**config.mk**
```make
export PLATFORM = sky130hd
export DESIGN_NAME = s444_resp_misr
export DESIGN_NICKNAME = d
export VERILOG_FILES = /design/src/rtl/s444_resp_misr.sv
export SDC_FILE = /design/constraint.sdc
export NUM_CORES = 1
export LEC_CHECK = 0
export ABC_AREA = 0
export BUFFER_PORTS_ARGS = -buffer_cell sky130_fd_sc_hd__buf_4
export CORE_MARGIN = 2
export CORE_UTILIZATION = 40
export CTS_CLUSTER_SIZE = 24
export DETAILED_ROUTE_END_ITERATION = 8
export HOLD_SLACK_MARGIN = 0.02
export PLACE_DENSITY = 0.77
export SYNTH_ARGS = -nofsm -noshare
export SYNTH_HDL_FRONTEND = slang
export SYNTH_SLANG_ARGS = --single-unit
export TNS_END_PERCENT = 50
```
**constraint.sdc**
```tcl
create_clock -name blif_clk_net -period 2.13 [get_ports blif_clk_net]
set_clock_uncertainty 0.1 [all_clocks]
set_input_delay 0.1065 -clock blif_clk_net [delete_from_list [all_inputs] [get_ports blif_clk_net]]
set_output_delay 0.1065 -clock blif_clk_net [all_outputs]
set_load 0.02 [all_outputs]
```
**src/rtl/s444_resp_misr.sv**
```systemverilog
// s444_resp_misr: MISR compactor for the six s444 core outputs, with a start/busy/done FSM.
// It counts warm-up and run beats and raises a pass/fail verdict against a golden signature.
module s444_resp_misr #(
  parameter int RESP_W = 6,
  parameter int SIG_W = 16,
  parameter logic [SIG_W-1:0] POLY = 16'h1021,
  parameter int NUM_PAT = 255,
  parameter int WARMUP = 2,
  parameter int CNT_W = 8
) (
  input  logic              blif_clk_net,
  input  logic              blif_reset_net,
  input  logic              start,
  input  logic              resp_valid,
  input  logic [RESP_W-1:0] resp,
  input  logic [SIG_W-1:0]  golden,
  output logic              busy,
  output logic              done,
  output logic              pass,
  output logic [SIG_W-1:0]  signature,
  output logic [CNT_W-1:0]  pat_count
);
  typedef enum logic [1:0] {IDLE, WARM, RUN, DONE} state_t;
  localparam state_t FIRST = WARMUP > 0 ? WARM : RUN;
  localparam logic [CNT_W-1:0] LAST = CNT_W'(NUM_PAT - 1);
  localparam logic [CNT_W-1:0] WLAST = CNT_W'(WARMUP > 0 ? WARMUP - 1 : 0);
  state_t r_state, w_state;
  logic [SIG_W-1:0] r_sig, w_sig, w_misr;
  logic [CNT_W-1:0] r_cnt, w_cnt;
  logic r_pass, w_pass;
  assign w_misr = {r_sig[SIG_W-2:0], 1'b0} ^ (r_sig[SIG_W-1] ? POLY : '0) ^ SIG_W'(resp);
  always_comb begin
    w_state = r_state;
    w_sig = r_sig;
    w_cnt = r_cnt;
    w_pass = r_pass;
    case (r_state)
      IDLE, DONE: if (start) begin
        w_state = FIRST;
        w_sig = '0;
        w_cnt = '0;
        w_pass = 1'b0;
      end
      WARM: if (resp_valid) begin
        w_state = r_cnt == WLAST ? RUN : WARM;
        w_cnt = r_cnt == WLAST ? '0 : r_cnt + 1'b1;
      end
      RUN: if (resp_valid) begin
        w_state = r_cnt == LAST ? DONE : RUN;
        w_sig = w_misr;
        w_cnt = r_cnt + 1'b1;
        w_pass = r_cnt == LAST && w_misr == golden;
      end
      default: w_state = IDLE;
    endcase
  end
  always_ff @(posedge blif_clk_net) begin
    if (blif_reset_net) begin
      r_state <= IDLE;
      r_sig <= '0;
      r_cnt <= '0;
      r_pass <= 1'b0;
    end else begin
      r_state <= w_state;
      r_sig <= w_sig;
      r_cnt <= w_cnt;
      r_pass <= w_pass;
    end
  end
  assign busy = r_state == WARM || r_state == RUN;
  assign done = r_state == DONE;
  assign pass = r_pass;
  assign signature = r_sig;
  assign pat_count = r_cnt;
endmodule
```
==> key figures, run 1 <==
Run status
  – Status: completed

Logic synthesis
  – Gate count of the mapped netlist: 183
  – Synth warnings: 0
  – Average size of a mapped cell: 8.31 um^2
  – Ys flop type: dfxtp_1
  – Syn Std Cell Area: 1520 um^2
  – Seq/Total Area, Yosys: 35.5%
  – Post-synth EDFFs: 0
  – Net Count, Synth: 215
  – Seq cells post-synth: 27
  – Netlist cell types: 34
  – Ys async rst share: 0%

STA
  – Period Utilization, post-route: 90.6%
  – Unrepaired setup endpoints after global routing: false
  – Worst-Margin Slew: 354 ps
  – Final Max Slew Viols: 0
  – Final setup violation count: 0
  – Fmax: 0.518 GHz
  – Count of final hold-check violations: 0
  – Worst setup margin: 201 ps
  – Setup_tns: 0 ps
  – Hold WS: 54.7 ps
  – Worst rel slew slack: 76.3%
  – Tmin final: 1930 ps

Min path
  – Hold Path Class: in2reg
  – Min-delay src: resp[0]

GRT
  – GRT Util Overall: 17.0%
  – Pin count of the biggest net entering global routing: 25
  – Congestion Overflow GR: 0
  – Initial antenna violation count: 0
  – Vias in the first global route: 1278
  – First-pass GRT wire length: 5.70 mm

CTS
  – Clk slew on worst S/H paths: 100 ps
  – CTS tree: yes
  – Root Driver: clkbuf_8
  – PostCTS Resize Cnt: 0
  – Worst-Skew Late Latency: 280 ps
  – Clock Sink Count: 27
  – H-tree depth: 1
  – Hold Buf Count CTS: 0
  – CTS buffer count: 3
  – Total setup buffers inserted after CTS: 0
  – Clock buffer depth: 2

Worst setup path
  – Crit Path Max Fanout: 5
  – Startpoint types: flop
  – Critical path startpoint: pat_count[0]$_SDFFE_PP0P_
  – CP Cell Sequence: ha_1, or4b_4, o41ai_4, a21oi_2, o21bai_4, nor2_1
  – Worst Path Buf+Inv: 0
  – Crit Path Class: reg2reg
  – Crit-path slowest cell: or4b_4
  – Worst path required time: 2200 ps
  – Slowest Stage Delay on Critical Path: 470 ps
  – R2R Setup Slk: 200 ps
  – CP Data Arrival Time: 2000 ps
  – R2r startpoint: pat_count[0]$_SDFFE_PP0P_
  – Crit-path leading delay family: compound AO/OA/AOI/OAI gates
  – CP Capture Type: flop

Placement
  – DP Worst Slack: 203 ps
  – IO buf count: 52
  – Inst Count DP: 281
  – Dpl hpwl: 2.70 mm
  – Post-DP Area: 1980 um^2
  – Placer Congestion: 0.784

Power
  – Leak pwr: 0.849 nW
  – Peak supply drop: 0.236 mV
  – PwrDens: 548 nW/um^2
  – Total power draw: 1.11 mW

Floorplan
  – Core Region: 3660 um^2
  – Top Ports: 53
  – Die height: 65.7 um
  – Full die area: 4310 um^2
  – Die width: 65.7 um
  – Initial Utilization: 41.6%
  – Num rows: 22

Route
  – Residual DRC: 0
  – Routed length per instance: 12.3 um
  – Routed wire length: 3.50 mm
  – Pre-antenna DRT Iters: 4
  – Via-to-Cell Ratio: 4.97
  – Vias: 1416
  – Iteration-0 DRC Markers: 50
  – ANT nets after route: 0

Run
  – Total of max-cap violations: 0

Cells and area
  – Diode count: 0
  – Final instance area: 2030 um^2
  – Final core area utilization: 55.5%
  – Final Non-Filler Cells: 285
  – Layout net count: 270
  – Share of cells above drive strength 1: 29.1%
  – P&R area growth vs syn: 33.6%
-- final timing paths --
kind                               end  cells after the start
min          signature[0]$_SDFFE_PP0P_                      4
max reg2reg  pat_count[6]$_SDFFE_PP0P_                      6
max          pat_count[6]$_SDFFE_PP0P_                      6
min reg2reg  signature[3]$_SDFFE_PP0P_                      2
-- layout make-up --
type                    count  area [um^2]
well taps                  48         60.1
flip-flops and latches     27          541
multi-input cells         140          917
inverters                   8         30.0
repair buffers             58          435
fillers                   358         1630
clock inverters             1         7.51
clock buffers               3         41.3
-- synthesized netlist by cell type, types with 2 or more instances --
master	instances	area (um^2)
clkbuf_1	4	15.0
nor2_1	11	41.3
a21oi_1	17	85.1
nor4_1	4	25.0
buf_2	3	15.0
ha_1	6	75.1
nand2b_1	3	18.8
nand4_1	4	25.0
xnor2_1	14	123
nand2_1	24	90.1
inv_1	8	30.0
nor3_1	4	20.0
xor2_1	15	131
dfxtp_1	27	541
nand3_1	19	95.1
o21a_1	2	15.0
-- tightest hold or removal path, cell delays in order --
cell and delay, ps:
buf_4 90, xor2_1 50, nand3_1 80, a21oi_1 60
-- cells in the final DEF (no fill, tap or decap), types with 2 or more instances in the layout --
master / instances
a21oi_1: 17
buf_4: 58
clkbuf_8: 3
dfxtp_1: 27
ha_1: 6
inv_1: 8
nand2_1: 24
nand2b_1: 3
nand3_1: 19
nand4_1: 4
nor2_1: 11
nor3_1: 4
nor4_1: 4
o21a_1: 2
xnor2_1: 14
xor2_1: 15
-- flip-flops by register name, indices dropped and copies added, names as in the netlist --
| register | cells |
|---|---|
| r_state | 2 |
| pat_count | 8 |
| signature | 16 |
| pass | 1 |
-- cell families (layout without fill, tap and decap cells) --
kind of cell	count (synthesis)	in the layout	share of synthesized area, %
xor+xnor	29	29	16.7
simple gates	74	74	23.4
mux	1	1	0.740
flops	27	27	35.5
buf+inv	16	70	4.19
fa+ha+maj	6	6	4.93
compound gates	30	30	14.5
-- per-layer routing --
layer	vias to the layer above	GRT usage, %	wire length, um
li1	732	-	-
met1	633	22.9	1560
met2	46	27.5	1650
met3	5	1.88	225
met4	0	7.03	62
met5	-	0	0
-- power breakdown --
group          internal [mW]  total (mW)  switching [mW]
clock                  0.133       0.298           0.165
sequential             0.513       0.522         0.00864
combinational          0.134       0.294           0.160
Note: power is estimated with default switching activity, not from simulation.
==> run 2, diff against run 1 <==
==> constraint.sdc (replaced) <==
create_clock -name blif_clk_net -period 2.2 [get_ports blif_clk_net]
set_clock_uncertainty 0.1 [all_clocks]
set_input_delay 0.11 -clock blif_clk_net [delete_from_list [all_inputs] [get_ports blif_clk_net]]
set_output_delay 0.11 -clock blif_clk_net [all_outputs]
set_load 0.02 [all_outputs]
==> run 2 against run 1 <==
Sequential power is 3% lower. Sequential share of layout area increased by 0.15 points. Critical path depth grew 2. Die area unchanged. First-iteration DRC count shrank 10%. Utilization down 0.31 points. Register-to-register slack about the same. Wire length is 0.51% lower. Setup slack improved by 14 ps. Cell count shrank 0.35%. Non-clock buffer count shrank 1. Critical endpoint is now pass$_SDFFE_PP0P_.
==> key figures, run 2 (synthesis results as in run 1) <==
Run status
  – Status: completed

Cells and area
  – Fillers: 348
  – P&R area growth vs syn: 32.8%
  – Final Non-Filler Cells: 284
  – Most common cell after layout, fill and taps aside: buf_4
  – Max reg flops: 16
  – Diode count: 0
  – Layout net count: 269
  – Most frequent cells in the layout: buf_4 (57), dfxtp_1 (27), nand2_1 (24), nand3_1 (19), a21oi_1 (17)
  – Share of cells above drive strength 1: 28.4%

Worst setup path
  – CP Capture Type: flop
  – Startpoint types: flop
  – CP Data Arrival Time: 2110 ps
  – Crit Path Class: reg2reg
  – Worst path required time: 2320 ps
  – Crit Path Max Fanout: 12

GRT
  – Pin count of the biggest net entering global routing: 25
  – GRT Util Overall: 16.9%
  – Initial antenna violation count: 0
  – Vias in the first global route: 1261
  – Congestion Overflow GR: 0
  – First-pass GRT wire length: 5.73 mm

Route
  – Pre-antenna DRT Iters: 4
  – Vias: 1443
  – Routed wire length: 3.48 mm
  – Iteration-0 DRC Markers: 45
  – Residual DRC: 0
  – ANT nets after route: 0
  – Via-to-Cell Ratio: 5.08
  – Routed length per instance: 12.3 um

STA
  – Worst-Margin Slew: 371 ps
  – Worst rel slew slack: 75.2%
  – Period Utilization, post-route: 90.2%
  – Worst setup margin: 215 ps
  – Setup_tns: 0 ps
  – Final Max Slew Viols: 0
  – Tmin final: 1990 ps
  – Fmax: 0.504 GHz
  – Unrepaired setup endpoints after global routing: false
  – Final setup violation count: 0
  – Count of final hold-check violations: 0

Floorplan
  – Num rows: 22
  – Die width: 65.7 um
  – Full die area: 4310 um^2
  – Core Region: 3660 um^2
  – Die height: 65.7 um
  – Initial Utilization: 41.6%
  – Top Ports: 53

Power
  – PwrDens: 531 nW/um^2
  – Leak pwr: 0.846 nW
  – Peak supply drop: 0.308 mV

CTS
  – Clock buffer depth: 2
  – Worst-Skew Late Latency: 270 ps
  – Root Driver: clkbuf_8
  – Total setup buffers inserted after CTS: 0
  – CTS tree: yes
  – Hold Buf Count CTS: 0
  – CTS buffer count: 3
  – PostCTS Resize Cnt: 0
  – H-tree depth: 1
  – Clk slew on worst S/H paths: 90 ps
  – Clock Sink Count: 27

Min path
  – Hold Path Class: in2reg

Placement
  – Inst Count DP: 280
  – IO buf count: 52
  – Placer Congestion: 0.769
  – DP Worst Slack: 246 ps
  – Dpl hpwl: 2.64 mm

Run
  – Total of max-cap violations: 0
==> run 2: path summary, 6_finish.rpt <==
check,start,to,slack [ps],cells after the start
setup / recovery,r_state[0]$_SDFFE_PP0P_,pass$_SDFFE_PP0P_,210,8
hold / removal,resp[4],signature[4]$_SDFFE_PP0P_,70,4
setup reg to reg,r_state[0]$_SDFFE_PP0P_,pass$_SDFFE_PP0P_,210,8
hold reg to reg,signature[1]$_SDFFE_PP0P_,signature[1]$_SDFFE_PP0P_,380,2
==> run 2: critical path: stages (launching register included) <==
cell	delay (ps)
dfxtp_1	370
inv_1	70
ha_1	250
buf_4	200
mux2_2	240
and2_1	150
nand4_1	80
or4_1	410
nand2_1	70
==> run 2: layout make-up <==
type	count	area (um^2)	area share [%]
multi-input cells	140	917	45.4
flip-flops and latches	27	541	26.7
repair buffers	57	428	21.2
well taps	48	60.1	2.97
clock buffers	4	45.0	2.23
inverters	8	30.0	1.49
==> run 2: report_power, final <==
part | internal, mW | switching [mW] | total (mW) | leakage [nW]
clock | 0.130 | 0.155 | 0.285 | 0.0228
sequential | 0.497 | 0.00851 | 0.505 | 0.218
combinational | 0.125 | 0.157 | 0.282 | 0.605
==> run 2: metal layers <==
metal / GRT usage (%) / part of all wire, % / vias to the layer above
met1: 23.2 / 46 / 659
li1: - / - / 727
met2: 26.8 / 46 / 53
met3: 2.74 / 7.0 / 4
met4: 5.47 / 1.1 / 0
met5: 0 / 0 / -
==> run 2: per-stage QoR <==
step | util [%] | hold slack [ps] | area (um^2) | total power [mW]
global placement | 54.0 | 361 | 1980 | 0.795
detailed placement | 54.0 | 366 | 1980 | 0.798
CTS | 55.2 | 78.8 | 2020 | 1.08
floorplan | - | 88.7 | 1520 | 0.698
global route | 55.2 | 77.8 | 2020 | 1.13
finish | 55.2 | 71.3 | 2020 | 1.07
